--- config.mk ---
export PLATFORM = sky130hd
export DESIGN_NAME = alu32_seq
export DESIGN_NICKNAME = d
export VERILOG_FILES = /design/src/rtl/alu32_seq.sv
export SDC_FILE = /design/constraint.sdc
export NUM_CORES = 1
export LEC_CHECK = 0
export ABC_CLOCK_PERIOD_IN_PS = 7200
export BUFFER_PORTS_ARGS = -buffer_cell sky130_fd_sc_hd__buf_2
export CAP_MARGIN = 10
export CORE_ASPECT_RATIO = 1.25
export CORE_MARGIN = 10
export CORE_UTILIZATION = 60
export CTS_CLUSTER_DIAMETER = 80
export CTS_CLUSTER_SIZE = 8
export DETAILED_ROUTE_END_ITERATION = 8
export GPL_ROUTABILITY_DRIVEN = 1
export GPL_TIMING_DRIVEN = 0
export PLACE_DENSITY = 0.91
export SLEW_MARGIN = 40
export SYNTH_ARGS = -nofsm -noshare
export SYNTH_HDL_FRONTEND = slang
export SYNTH_SLANG_ARGS = --single-unit
export TNS_END_PERCENT = 1
--- constraint.sdc ---
create_clock -name clk -period 7.2 [get_ports clk]
set_clock_uncertainty 0.05 [all_clocks]
set_input_delay 0.72 -clock clk [delete_from_list [all_inputs] [get_ports clk]]
set_output_delay 0.72 -clock clk [all_outputs]
set_load 0.02 [all_outputs]
--- src/rtl/alu32_seq.sv ---
// alu32_seq: registered 32-bit ALU execute stage with a start/done handshake.
// Single-cycle ops (AND, OR, ADD, SUB, SLT, and invalid codes) finish one edge
// after acceptance. MULT runs an iterative unsigned shift-add multiplier and
// finishes 32 edges after acceptance.
module alu32_seq #(
    parameter int WIDTH     = 32,
    parameter int MUL_STEPS = 32
) (
    input  logic             clk,
    input  logic             rst_n,
    input  logic             start,
    input  logic [2:0]       op,
    input  logic [WIDTH-1:0] a,
    input  logic [WIDTH-1:0] b,
    output logic             busy,
    output logic             done,
    output logic [WIDTH-1:0] result,
    output logic [WIDTH-1:0] result_hi,
    output logic             zero,
    output logic             overflow
);

    localparam logic [2:0] OP_AND  = 3'b000;
    localparam logic [2:0] OP_OR   = 3'b001;
    localparam logic [2:0] OP_ADD  = 3'b010;
    localparam logic [2:0] OP_MULT = 3'b011;
    localparam logic [2:0] OP_SUB  = 3'b110;
    localparam logic [2:0] OP_SLT  = 3'b111;

    localparam logic [4:0] LAST_STEP = 5'(MUL_STEPS - 1);

    typedef enum logic [1:0] {
        ST_IDLE = 2'b00,
        ST_EXEC = 2'b01,
        ST_MULT = 2'b10
    } state_t;

    state_t             state_r;
    logic [2:0]         op_r;
    logic [WIDTH-1:0]   a_r;
    logic [WIDTH-1:0]   b_r;
    // Product register {hi, lo}. The carry bit of the 65-bit shift-add
    // datapath exists only inside add_s: it is shifted into hi[MSB] on the
    // same edge it is produced, so it never needs to be held.
    logic [2*WIDTH-1:0] acc_r;
    logic [4:0]         cnt_r;

    logic [WIDTH-1:0]   sum_s;
    logic [WIDTH-1:0]   diff_s;
    logic               add_ovf_s;
    logic               sub_ovf_s;
    logic [WIDTH-1:0]   exec_res_s;
    logic               exec_ovf_s;
    logic [WIDTH-1:0]   addend_s;
    logic [WIDTH:0]     add_s;
    logic [2*WIDTH-1:0] step_s;

    // Single-cycle result selection from the latched operands.
    always_comb begin
        sum_s      = a_r + b_r;
        diff_s     = a_r - b_r;
        add_ovf_s  = (a_r[WIDTH-1] == b_r[WIDTH-1]) && (sum_s[WIDTH-1] != a_r[WIDTH-1]);
        sub_ovf_s  = (a_r[WIDTH-1] != b_r[WIDTH-1]) && (diff_s[WIDTH-1] != a_r[WIDTH-1]);
        exec_res_s = '0;
        exec_ovf_s = 1'b0;
        case (op_r)
            OP_AND: begin
                exec_res_s = a_r & b_r;
            end
            OP_OR: begin
                exec_res_s = a_r | b_r;
            end
            OP_ADD: begin
                exec_res_s = sum_s;
                exec_ovf_s = add_ovf_s;
            end
            OP_SUB: begin
                exec_res_s = diff_s;
                exec_ovf_s = sub_ovf_s;
            end
            OP_SLT: begin
                // Signed less-than: the sign of a-b corrected by its overflow.
                exec_res_s = {{(WIDTH-1){1'b0}}, diff_s[WIDTH-1] ^ sub_ovf_s};
            end
            default: begin
                exec_res_s = '0;
                exec_ovf_s = 1'b0;
            end
        endcase
    end

    // One shift-add multiply step: conditionally add a into hi, then shift right.
    always_comb begin
        if (acc_r[0]) begin
            addend_s = a_r;
        end else begin
            addend_s = '0;
        end
        add_s  = {1'b0, acc_r[2*WIDTH-1:WIDTH]} + {1'b0, addend_s};
        step_s = {add_s, acc_r[WIDTH-1:1]};
    end

    // Control FSM with registered handshake, result and flag outputs.
    always_ff @(posedge clk or negedge rst_n) begin
        if (!rst_n) begin
            state_r   <= ST_IDLE;
            op_r      <= 3'b000;
            a_r       <= '0;
            b_r       <= '0;
            acc_r     <= '0;
            cnt_r     <= 5'd0;
            busy      <= 1'b0;
            done      <= 1'b0;
            result    <= '0;
            result_hi <= '0;
            zero      <= 1'b0;
            overflow  <= 1'b0;
        end else begin
            case (state_r)
                ST_IDLE: begin
                    done <= 1'b0;
                    if (start) begin
                        op_r <= op;
                        a_r  <= a;
                        b_r  <= b;
                        busy <= 1'b1;
                        if (op == OP_MULT) begin
                            acc_r   <= {{WIDTH{1'b0}}, b};
                            cnt_r   <= 5'd0;
                            state_r <= ST_MULT;
                        end else begin
                            state_r <= ST_EXEC;
                        end
                    end
                end
                ST_EXEC: begin
                    result    <= exec_res_s;
                    result_hi <= '0;
                    zero      <= (exec_res_s == '0);
                    overflow  <= exec_ovf_s;
                    done      <= 1'b1;
                    busy      <= 1'b0;
                    state_r   <= ST_IDLE;
                end
                ST_MULT: begin
                    acc_r <= step_s;
                    cnt_r <= cnt_r + 5'd1;
                    done  <= 1'b0;
                    if (cnt_r == LAST_STEP) begin
                        result    <= step_s[WIDTH-1:0];
                        result_hi <= step_s[2*WIDTH-1:WIDTH];
                        zero      <= (step_s == '0);
                        overflow  <= 1'b0;
                        done      <= 1'b1;
                        busy      <= 1'b0;
                        state_r   <= ST_IDLE;
                    end
                end
                default: begin
                    busy    <= 1'b0;
                    done    <= 1'b0;
                    state_r <= ST_IDLE;
                end
            endcase
        end
    end

endmodule

### Word level (Yosys, flattened, before mapping)

Cells that the tools add are included.

| word-level totals | value |
|---|---|
| output and inout bits | 68 |
| bits of input ports | 70 |
| register bits after elaboration | 206 |

| cells by class | value |
|---|---|
| reductions and logical operators | 12 |
| add/sub/neg operators | 4 |
| mux-type cells | 25 |
| equality and inequality tests | 15 |
| bitwise gates (word level) | 3 |

Operators by type and width:

| operator | number |
|---|---|
| $pmux 32 s5 | 1 |
| $mux 64 | 2 |
| $pmux 32 s2 | 2 |
| $pmux 64 s2 | 1 |
| $mux 32 | 3 |
| $logic_not 64->1 | 1 |
| $add 32x32->33 | 1 |
| $add 32x32->32 | 1 |
| $and 32x32->32 | 1 |
| $logic_not 32->1 | 1 |
| $or 32x32->32 | 1 |
| $sub 32x32->32 | 1 |
| $mux 5 | 2 |
| $pmux 1 s2 | 5 |
| $pmux 5 s2 | 1 |
| $eq 3x2->1 const B | 2 |
| $eq 3x3->1 const B | 2 |
| $mux 2 | 3 |
| $ne 2x2->1 const B | 3 |
| $reduce_and 2->1 | 3 |
| $add 5x1->5 const B | 1 |
| $eq 5x5->1 const B | 1 |
| $mux 1 | 4 |
| $pmux 2 s2 | 1 |
| 11 further kinds | 15 |

### Depth between registers and ports, before layout

Gate-level depths: netlist of the first run.

| depth | value |
|---|---|
| word-level depth | 7 |
| mapped depth | 26 |
| depth with buffers taken out | 25 |

### Worst setup path before layout of the first run

Ideal clock, no wire load.

| path | value |
|---|---|
| path type | flip-flop to flip-flop |
| from | register a_r[11] |
| to | register zero |
| setup time | 0.080 ns |
| stages on the path, launching flop included | 27 |
| slack | 1.966 ns |
| path buffers | 1 |
| required time | 7.070 ns |
| arrival | 5.104 ns |
| cell sequence | dfrtp_1 -> inv_1 -> ha_1 -> clkbuf_1 -> or2_2 -> or3_1 -> nor2b_1 -> a2111oi_0 -> nor2_1 -> a311o_1 -> a221o_1 -> nand2b_1 -> a21oi_1 -> nor2_1 -> fa_1 -> nand3_1 -> o211ai_1 -> o21ai_0 -> o2111ai_1 -> nor4_1 -> o211ai_1 -> or4_1 -> or4_1 -> nor4_1 -> nand4_1 -> or4_1 -> o211ai_2 |

| between the ends | value |
|---|---|
| longest elaborated chain between the ends | 7 |

Ends and longest elaborated chain:

| item | RTL line | text |
|---|---|---|
| start: declaration | 40 | `logic [WIDTH-1:0] a_r;` |
| start signal: assignment | 108 | `a_r <= '0;` |
| start signal: assignment | 124 | `a_r <= a;` |
| $sub 32x32->32 | 61 | `diff_s = a_r - b_r;` |
| $ne 1x1->1 | 63 | `sub_ovf_s = (a_r[WIDTH-1] != b_r[WIDTH-1]) && (diff_s[WIDTH-1] != a_r[WIDTH-1]);` |
| $logic_and 1x1->1 | 63 |  |
| $xor 1x1->1 | 83 | `exec_res_s = {{(WIDTH-1){1'b0}}, diff_s[WIDTH-1] ^ sub_ovf_s};` |
| $pmux 32 s5 | 66 | `case (op_r)` |
| $logic_not 32->1 | 139 | `zero <= (exec_res_s == '0);` |
| $pmux 1 s2 * | 119 | `case (state_r)` |
| end signal: assignment | 139 |  |
| end signal: assignment | 152 | `zero <= (step_s == '0);` |
| end: declaration | 19 | `output logic zero,` |

Mark *: on every way between the ends. The rest lies on a longest branch, timed or not. The select of a mux whose other input is x is not followed.
A chain may end at the register's enable or synchronous reset.

### Worst setup path in the final report of the first run

| path | value |
|---|---|
| from | register a_r[6] |
| to | register zero |

The elaborated chain is that of the path after synthesis.

==> reports/summary.txt, run 1 <==
Pin slew with the least headroom to its limit: 813 ps
Flip-flop and latch count after synthesis: 206
Number of CTS-inserted buffers: 29
Static leakage power: 8.52 nW
Classification of the worst setup path: flip-flop to flip-flop
Crit path time final: 7040 ps
# Max-Cap Violations: 0
Die outline width: 164 um
Post-CTS clock slew at the launch and capture registers of the worst setup and hold paths: 60 ps
Largest net degree at the start of global routing: 64
Final TNS setup: 0 ps
Synth async-reset ratio: 100%
Number of cells in the design after placement: 2326
Class of the tightest hold or removal check: input port to flip-flop
Sw Ratio: 50.4%
Count of distinct cell types in the synthesized netlist: 76
Number of H-tree levels: 1
HPWL Detailed: 45.9 mm
Share of the yosys chip area belonging to registers: 33.2%
Avg Cell Area, Syn: 8.40 um2
DR vias/cell: 6.67
Worst ir drop on vdd: 0.000311 V
Number of optimization iterations in the first detailed-route pass: 6
Power Dens Cells: 393 nW/um2
CTS tree: yes
Number of global-route vias before repair: 15684
Number of I/O pins: 138
Clock latency at the later pin of the worst-skew pair: 550 ps
Net Count, Synth: 2063
Switching power: 0.00347 W
Number of cell rows: 65
Number of nets with antenna violations after detailed routing: 0
Floorplan Core Area: 25400 um2
Max-slew violations: 0
Final-report setup violation count: 0
Net count reported at finish: 2235
Critical Path Sink Type: flip-flop
First-pass GRT wire length: 89.4 mm
Arrival time worst endpoint: 7450 ps
Count of final hold-check violations: 0
Synth Flop Type: sky130_fd_sc_hd__dfrtp_1
Count of inserted antenna diode cells: 0
Total grt overflow: 0
Vias: 15713
All-layer global routing usage: 35.1%
Top post-synthesis cells by count: 276 x sky130_fd_sc_hd__nand2_1, 206 x sky130_fd_sc_hd__dfrtp_1, 195 x sky130_fd_sc_hd__o21ai_0
Worst Setup Start Kind: flip-flop
Share of the synthesized area in the top cell type: 33.2%
Warning count from the yosys run: 0
Die span in y: 200 um
Max frequency: 0.142 GHz
Sequential share of power: 24.6%
Drt wl/cell: 25.0 um
Dominant cells by area after synthesis: sky130_fd_sc_hd__dfrtp_1 33%, sky130_fd_sc_hd__ha_1 11%, sky130_fd_sc_hd__nand2_1 6.7%
1st-iter DRT viols: 1880
Combinational fraction of design power: 57.6%
Cell chosen for the clock root: sky130_fd_sc_hd__clkbuf_16
Cell-internal power: 0.00342 W
Residual DRC count: 0
Port-buffer cells: 137
Clk buf depth: 3
Most repeated cell in the gate-level netlist after synthesis: sky130_fd_sc_hd__nand2_1
Required time at the endpoint of the critical path: 7610 ps
Clock net sink count: 206
Post-Route WL: 58.8 mm
Highest net fanout along the worst path: 10
Initial cell density of the core: 61.3%
Unrepaired setup endpoints after global routing: no
Post-synthesis cell area: 15500 um2
Area growth from synthesis to layout: 12.6%
Syn Inst Count: 1851
Initial antenna violation count: 0
Run status: finished clean
Portion of the clock cycle consumed by the worst path in the final layout: 97.7%
Cell type with the largest total area after synthesis: sky130_fd_sc_hd__dfrtp_1
Remaining max-slew budget at the tightest pin: 44.4%
Routability congestion estimate from global placement: 1.04
Number of non-filler instances in the completed layout: 2357
EDFF count, synth: 0
Fraction of layout cells with a size suffix above 1: 11.6%
Clock share of power: 17.8%
Die Outline Area: 32800 um2
[area by class of cell]
type | count | area (um2)
multi-input combinational | 1409 | 9490
sequential | 206 | 5150
buffer | 112 | 462
timing repair buffer | 141 | 788
tap | 335 | 419
inverter | 124 | 465
clock buffer | 30 | 739
fill | 2067 | 7860
[worst max-delay path, stage by stage, from the launching register on]
cell and delay (ps):
sky130_fd_sc_hd__dfrtp_1 520, sky130_fd_sc_hd__inv_1 100, sky130_fd_sc_hd__ha_1 370, sky130_fd_sc_hd__clkbuf_1 260, sky130_fd_sc_hd__nor2_1 200, sky130_fd_sc_hd__a211oi_1 110
sky130_fd_sc_hd__a21oi_1 560, sky130_fd_sc_hd__a2111oi_1 290, sky130_fd_sc_hd__nor2_1 210, sky130_fd_sc_hd__a311o_1 260, sky130_fd_sc_hd__a221o_1 200, sky130_fd_sc_hd__nand2b_1 70
sky130_fd_sc_hd__a21oi_1 160, sky130_fd_sc_hd__nor2_1 80, sky130_fd_sc_hd__fa_1 430, sky130_fd_sc_hd__nand3_1 100, sky130_fd_sc_hd__o211ai_1 100, sky130_fd_sc_hd__o21ai_0 220
sky130_fd_sc_hd__o2111ai_1 190, sky130_fd_sc_hd__nor4_1 200, sky130_fd_sc_hd__o211ai_1 130, sky130_fd_sc_hd__or4_1 490, sky130_fd_sc_hd__or4_1 460, sky130_fd_sc_hd__nor4_1 320
sky130_fd_sc_hd__nand4_1 170, sky130_fd_sc_hd__or4_1 590, sky130_fd_sc_hd__o211ai_2 100
[routing by layer]
metal | share of wire, % | GRT usage [%]
met1 | 38 | 42.4
met2 | 46 | 56.8
met3 | 8.8 | 5.55
met4 | 7.5 | 23.7
met5 | 0 | 0
[registers in the layout, summed over array words and instances (netlist names)]
| register | count |
|---|---|
| acc_r | 64 |
| a_r | 32 |
| b_r | 32 |
| result | 32 |
| result_hi | 32 |
| cnt_r | 5 |
| op_r | 3 |
| state_r | 2 |
| busy | 1 |
| done | 1 |
| overflow | 1 |
| zero | 1 |
[stage by stage]
stage	cell area [um2]	worst slack, ps	utilization, %	hold slack (ps)	power (W)
after floorplan	15500	1970	-	374	0.00418
final	17500	163	69.0	323	0.00689
after detailed placement	16800	351	66.0	412	0.00547
after global routing	17500	43.5	69.0	330	0.00723
after CTS	17500	279	69.0	321	0.00670
after global placement	16700	347	65.6	399	0.00539
[what timing repair did]
| item | in CTS | in global routing |
|---|---|---|
| endpoints found under the hold margin | 14 | 0 |
| buffers inserted | 0 | 0 |
| resized for setup | 0 | 1 |
| hold buffers | 1 | 0 |
| setup endpoints to repair | 0 | 1 |
[cells by family (layout without fill, tap and decap cells)]
group	Yosys count	count (layout)	share of synthesized area [%]
AOI/OAI and AO/OA	535	535	22.7
buffers and inverters	236	407	5.95
and+or+nand+nor	591	591	18.0
muxes	87	87	5.64
xor gates and xnor gates	54	54	3.04
DFF	206	206	33.2
adders and majority gates	142	142	11.6
[power groups by stage]
stage	registers (W)	clock network [W]	logic (W)
floorplan	0.00166	0	0.00252
global placement	0.00167	0	0.00372
detailed placement	0.00169	0	0.00378
CTS	0.00167	0.00121	0.00382
global route	0.00171	0.00126	0.00426
finish	0.00170	0.00122	0.00397
[placed cells by master (no fill, tap or decap), drive strengths merged, types with 11 or more instances in the layout]
master / n
a211oi: 20
nor2b: 18
buf: 157
or4: 16
o22ai: 14
nand2: 276
nor2: 84
dfrtp: 206
inv: 124
a21oi: 84
nand3: 34
o211ai: 17
ha: 138
o221a: 30
o21ai: 201
xnor2: 37
xor2: 17
a22o: 25
nand4: 20
a21o: 19
a31oi: 17
nand2b: 16
o31ai: 14
nor3: 20
and2: 39
nor4: 27
mux2i: 82
o21bai: 11
or3: 13
clkbuf: 125
[worst paths after layout]
check                                end  slack [ps]           from  cells after the start
max                                 zero         160         a_r[6]                     26
min                               a_r[3]         320           a[3]                      3
max reg2reg                         zero         160         a_r[6]                     26
min reg2reg                result_hi[25]         420  result_hi[25]                      2
max in group asynchronous     result[30]        5580          rst_n                      4
min in group asynchronous         a_r[7]         580          rst_n                      2
(Power assumes the default switching activity.)
==> run 2, diff against run 1 <==
CELL_PAD_IN_SITES_DETAIL_PLACEMENT = 1   (was unset)
CELL_PAD_IN_SITES_GLOBAL_PLACEMENT = 1   (was unset)
CORE_UTILIZATION = 46   (was 60)
PLACE_DENSITY = 0.92   (was 0.91)
==> run 2 against run 1 <==
Against the previous run: the run now ends with setup timing left; final cell count increased by 3.8%; die area increased by 27%; clock power increased by 9.8%; non-clock buffer count decreased by 2; register-to-register slack got worse by 170 ps; highest routed layer unchanged.
==> reports/summary.txt, run 2 (same netlist as run 1, synthesis figures left out) <==
Cell mode on critical path: sky130_fd_sc_hd__or4_1
Endpoint of the most critical setup path: zero
DR vias/cell: 6.52
Port-buffer cells: 137
Clk buf depth: 3
Pin slew with the least headroom to its limit: 875 ps
Vias: 15946
Portion of the clock cycle consumed by the worst path in the final layout: 100%
Worst ir drop on vdd: 0.000236 V
Crit path time final: 7210 ps
Die outline width: 184 um
Remaining max-slew budget at the tightest pin: 41.7%
Die span in y: 226 um
Worst Path Buf+Inv: 2
FF-to-FF setup slack: -10 ps
Final-report setup violation count: 1
Max-slew violations: 0
Arrival time worst endpoint: 7660 ps
Count of inserted antenna diode cells: 0
WP depth: 26
Power Dens Cells: 407 nW/um2
Final TNS setup: -10.9 ps
Worst Setup Slack, final: -10.9 ps
HPWL Detailed: 52.4 mm
Failing checks: setup timing
Routability congestion estimate from global placement: 0.970
Total grt overflow: 0
Clock latency at the later pin of the worst-skew pair: 590 ps
Highest net fanout along the worst path: 10
Floorplan Core Area: 33500 um2
FF-to-FF path depth: 26
Classification of the worst setup path: flip-flop to flip-flop
Run status: finished with violations
Worst Setup Start Kind: flip-flop
Number of optimization iterations in the first detailed-route pass: 6
FF-to-FF End: zero
Residual DRC count: 0
Area growth from synthesis to layout: 13.7%
First-pass GRT wire length: 102 mm
Net count reported at finish: 2234
# hold bufs at CTS: 0
1st-iter DRT viols: 1287
Fraction of layout cells with a size suffix above 1: 11.9%
Reg-to-reg critical path startpoint: a_r[11]
Required time at the endpoint of the critical path: 7650 ps
# Max-Cap Violations: 0
Max frequency: 0.139 GHz
Number of H-tree levels: 1
Clock net sink count: 206
Critical path launch point: a_r[11]
CTS tree: yes
Most frequent standard cell in the layout excluding fill and tap cells: sky130_fd_sc_hd__nand2_1
Number of cell rows: 75
Initial antenna violation count: 3
Max reg flops: 64
Initial cell density of the core: 46.4%
Class of the tightest hold or removal check: input port to async pin
Worst setup slack after placement: 258 ps
Number of global-route vias before repair: 17028
Static leakage power: 8.55 nW
Cell chosen for the clock root: sky130_fd_sc_hd__clkbuf_16
CP peak stage delay: 590 ps
Largest net degree at the start of global routing: 77
Post-CTS clock slew at the launch and capture registers of the worst setup and hold paths: 60 ps
All-layer global routing usage: 31.9%
Top register by number of flip-flops: acc_r
Number of nets with antenna violations after detailed routing: 0
Top library cells by usage in the layout, fill and taps aside: 276 x sky130_fd_sc_hd__nand2_1, 206 x sky130_fd_sc_hd__dfrtp_1, 195 x sky130_fd_sc_hd__o21ai_0, 138 x sky130_fd_sc_hd__ha_1, 137 x sky130_fd_sc_hd__buf_2
Number of I/O pins: 138
Number of CTS-inserted buffers: 30
Critical Path Sink Type: flip-flop
Critical-path cell with the highest stage delay: sky130_fd_sc_hd__or4_1
Post-Route WL: 67.9 mm
Count of final hold-check violations: 0
Drt wl/cell: 27.7 um
Kind of cell with the highest combined delay on the critical path: simple AND/OR/NAND/NOR gates
Die Outline Area: 41600 um2
## run 2: cell types whose count changed in the layout (fill, tap and decap cells not counted)
cell                            before  now
sky130_fd_sc_hd__clkbuf_16          29   31
sky130_fd_sc_hd__a2111oi_0           8    7
sky130_fd_sc_hd__clkbuf_8            3    2
sky130_fd_sc_hd__dlygate4sd3_1       1    0
sky130_fd_sc_hd__a21oi_1            83   82
sky130_fd_sc_hd__a2111oi_1           1    2
sky130_fd_sc_hd__a21oi_2             1    2
sky130_fd_sc_hd__nor4_2              1    2
sky130_fd_sc_hd__buf_16              3    2
sky130_fd_sc_hd__clkinv_2            0    2
sky130_fd_sc_hd__nor4_1             26   25
sky130_fd_sc_hd__bufinv_16           0    1
## run 2: final cells by class
type | count | area, um2
plain buffers | 112 | 462
clock buffers | 31 | 776
clock inverters | 3 | 40.0
fillers | 4041 | 15800
inverters | 124 | 465
multi-input cells | 1409 | 9500
flip-flops and latches | 206 | 5150
well taps | 423 | 529
repair buffers | 139 | 751
## run 2: repair_timing
item	4_1_cts	5_1_grt
buffers inserted	0	0
setup endpoints to repair	0	1
hold endpoints to repair	0	0
resized for setup	0	3
## run 2: where the power goes
group | internal, W | total (W) | switching [W]
Sequential | 0.00140 | 0.00172 | 0.000323
Combinational | 0.00131 | 0.00413 | 0.00282
Clock | 0.000783 | 0.00134 | 0.000561
## run 2: per-stage QoR
step | cells | power (W) | utilization [%] | instance area (um2) | hold slack [ps]
final | 2447 | 0.00720 | 52.8 | 17700 | 14.4
after global routing | 2447 | 0.00754 | 52.8 | 17700 | 57.4
after CTS | 2447 | 0.00704 | 52.7 | 17700 | 50.7
after detailed placement | 2413 | 0.00564 | 50.3 | 16800 | 417
after global placement | 2411 | 0.00549 | 50.0 | 16800 | 399
after floorplan | 1851 | 0.00418 | - | 15500 | 374
## run 2: worst min path at each step
stage / to / slack (ps) / cells past startpoint
after floorplan: a_r[0] / 370 / 0
after global placement: result[31] / 400 / 2
after detailed placement: result[31] / 420 / 2
final: a_r[8] / 10 / 1
after global routing: a_r[8] / 60 / 1
after CTS: b_r[5] / 50 / 1
## run 2: worst reg2reg max path, delay by kind of cell (launching register included)
family | cells | cell delay, ps
and+or+nand+nor | 13 | 3900
adders and majority gates | 2 | 750
AOI/OAI and AO/OA | 9 | 1510
DFF | 1 | 540
buffers and inverters | 2 | 400
## run 2: metal layers
metal  GRT usage (%)  vias to the layer above  wire [um]
met5               0                        -          0
met4            23.1                        0       5460
met3            4.34                      283       4100
met2            54.4                      752      32800
met1            35.9                     7997      25500
li1                -                     6914          -
==> run 3, diff against run 2 <==
PLACE_DENSITY = 0.82   (was 0.92)
==> run 3 against run 2 <==
Against the previous run: the run now ends clean; clock power is 7% lower; flip-flop and latch count stayed put; register-to-register slack better by 170 ps; utilization is 0.12 points lower; critical path type unchanged; final cell count hardly changed; die area stayed put; largest cell class unchanged; non-clock buffer count is 1 higher.
==> reports/summary.txt, run 3 (same netlist as run 1, synthesis figures left out) <==
Final Hold Slack: 5.92 ps
1st-iter DRT viols: 1231
FF-to-FF End: zero
Buffers inserted during post-CTS setup optimization: 0
Worst Setup Start Kind: flip-flop
Floorplan Core Area: 33500 um2
FF-to-FF path depth: 26
DR vias/cell: 6.27
Cell chosen for the clock root: sky130_fd_sc_hd__clkbuf_16
Endpoint of the most critical setup path: zero
Max reg flops: 64
# Max-Cap Violations: 0
Number of optimization iterations in the first detailed-route pass: 5
Critical Path Sink Type: flip-flop
Most frequent standard cell in the layout excluding fill and tap cells: sky130_fd_sc_hd__nand2_1
Die outline width: 184 um
Utilization of the core after routing: 52.6%
Die span in y: 226 um
Number of I/O pins: 138
Area growth from synthesis to layout: 13.4%
Fraction of layout cells with a size suffix above 1: 11.8%
Top library cells by usage in the layout, fill and taps aside: 276 x sky130_fd_sc_hd__nand2_1, 205 x sky130_fd_sc_hd__dfrtp_1, 195 x sky130_fd_sc_hd__o21ai_0, 138 x sky130_fd_sc_hd__ha_1, 137 x sky130_fd_sc_hd__buf_2
Classification of the worst setup path: flip-flop to flip-flop
Port-buffer cells: 137
Routability congestion estimate from global placement: 0.974
Portion of the clock cycle consumed by the worst path in the final layout: 97.8%
Top register by number of flip-flops: acc_r
Combinational fraction of design power: 57.9%
Clock share of power: 17.7%
Pin slew with the least headroom to its limit: 942 ps
CTS tree: yes
Drt wl/cell: 27.1 um
Number of CTS-inserted buffers: 29
Power Dens Cells: 398 nW/um2
Number of nets with antenna violations after detailed routing: 0
Run status: finished clean
Final TNS setup: 0 ps
Clock latency at the later pin of the worst-skew pair: 570 ps
Net count reported at finish: 2234
# hold bufs at CTS: 0
Final-report setup violation count: 0
Initial cell density of the core: 46.4%
Number of cell rows: 75
Sequential share of power: 24.4%
Residual DRC count: 0
Crit path time final: 7040 ps
Post-CTS clock slew at the launch and capture registers of the worst setup and hold paths: 60 ps
Cell-internal power: 0.00342 W
Initial antenna violation count: 1
Max frequency: 0.142 GHz
Clk buf depth: 3
Static leakage power: 8.52 nW
Die Outline Area: 41600 um2
Number of global-route vias before repair: 16381
Switching power: 0.00361 W
Vias: 15354
Highest net fanout along the worst path: 10
Required time at the endpoint of the critical path: 7630 ps
HPWL Detailed: 53.3 mm
FF-to-FF setup slack: 160 ps
Largest net degree at the start of global routing: 60
Max-slew violations: 0
Number of H-tree levels: 1
Worst ir drop on vdd: 0.000282 V
All-layer global routing usage: 31.4%
Total grt overflow: 0
Clock net sink count: 206
Post-Route WL: 66.3 mm
Critical path launch point: a_r[6]
Sw Ratio: 51.4%
Remaining max-slew budget at the tightest pin: 36.4%
Count of final hold-check violations: 0
Arrival time worst endpoint: 7480 ps
Unrepaired setup endpoints after global routing: no
Post_cts resized: 0
First-pass GRT wire length: 99.9 mm
Reg-to-reg critical path startpoint: a_r[6]
Class of the tightest hold or removal check: input port to async pin
==> run 3: cell count changes in the layout (fill, tap and decap cells not counted), sizes merged <==
cell | before | now
clkinv | 2 | 0
inv | 124 | 125
buf | 156 | 157
bufinv | 1 | 0
diode | 0 | 3
==> run 3: layer usage <==
| layer | vias up | track usage [%] | share of wire, % |
|---|---|---|---|
| met5 | - | 0 | 0 |
| met4 | 0 | 14.7 | 5.1 |
| met3 | 170 | 3.71 | 5.1 |
| met2 | 503 | 55.6 | 50 |
| met1 | 7761 | 36.8 | 40 |
| li1 | 6920 | - | - |
==> run 3: power groups by stage <==
stage	sequential [W]	clock, W	combinational (W)
floorplan	0.00166	0	0.00252
global placement	0.00170	0	0.00386
detailed placement	0.00171	0	0.00395
CTS	0.00170	0.00125	0.00399
global route	0.00173	0.00129	0.00440
finish	0.00171	0.00124	0.00407
==> run 3: worst min-delay path by stage <==
stage	start	to	slack (ps)	cells after the start
final	rst_n	acc_r[37]	6	1
after global routing	rst_n	acc_r[37]	30	1
after CTS	rst_n	acc_r[37]	10	1
after detailed placement	result_hi[25]	result_hi[25]	400	2
after global placement	result[31]	result[31]	400	2
after floorplan	rst_n	a_r[0]	370	0
==> run 3: layout make-up <==
| cell class | instances | area [um2] |
|---|---|---|
| Fill cell | 4090 | 15900 |
| Antenna cell | 3 | 7.51 |
| Buffer | 112 | 462 |
| Timing Repair Buffer | 140 | 778 |
| Multi-Input combinational cell | 1409 | 9500 |
| Clock inverter | 1 | 8.76 |
| Sequential cell | 206 | 5160 |
| Clock buffer | 31 | 733 |
| Tap cell | 423 | 529 |
| Inverter | 124 | 465 |
==> run 3: worst max-delay path, stage by stage (launching register included) <==
cell and delay [ps]:
sky130_fd_sc_hd__dfrtp_1 490, sky130_fd_sc_hd__inv_1 110, sky130_fd_sc_hd__ha_1 350, sky130_fd_sc_hd__clkbuf_1 250, sky130_fd_sc_hd__nor2_1 210, sky130_fd_sc_hd__a211oi_1 130
sky130_fd_sc_hd__a21oi_1 580, sky130_fd_sc_hd__a2111oi_1 300, sky130_fd_sc_hd__nor2_1 260, sky130_fd_sc_hd__a311o_1 260, sky130_fd_sc_hd__a221o_1 180, sky130_fd_sc_hd__nand2b_1 60
sky130_fd_sc_hd__a21oi_1 140, sky130_fd_sc_hd__nor2_1 90, sky130_fd_sc_hd__fa_1 420, sky130_fd_sc_hd__nand3_1 100, sky130_fd_sc_hd__o211ai_1 100, sky130_fd_sc_hd__o21ai_0 220
sky130_fd_sc_hd__o2111ai_1 180, sky130_fd_sc_hd__nor4_1 250, sky130_fd_sc_hd__o211ai_1 130, sky130_fd_sc_hd__or4_1 460, sky130_fd_sc_hd__or4_1 440, sky130_fd_sc_hd__nor4_2 350
sky130_fd_sc_hd__nand4_1 160, sky130_fd_sc_hd__or4_1 600, sky130_fd_sc_hd__o211ai_2 100
==> run 3: stage by stage <==
step	area (um2)	total power [W]	instances	setup WS, ps
after floorplan	15500	0.00418	1851	1970
after global placement	16800	0.00556	2411	255
after detailed placement	16900	0.00567	2414	166
after CTS	17600	0.00693	2446	129
after global routing	17600	0.00742	2446	12.1
final	17600	0.00703	2449	157
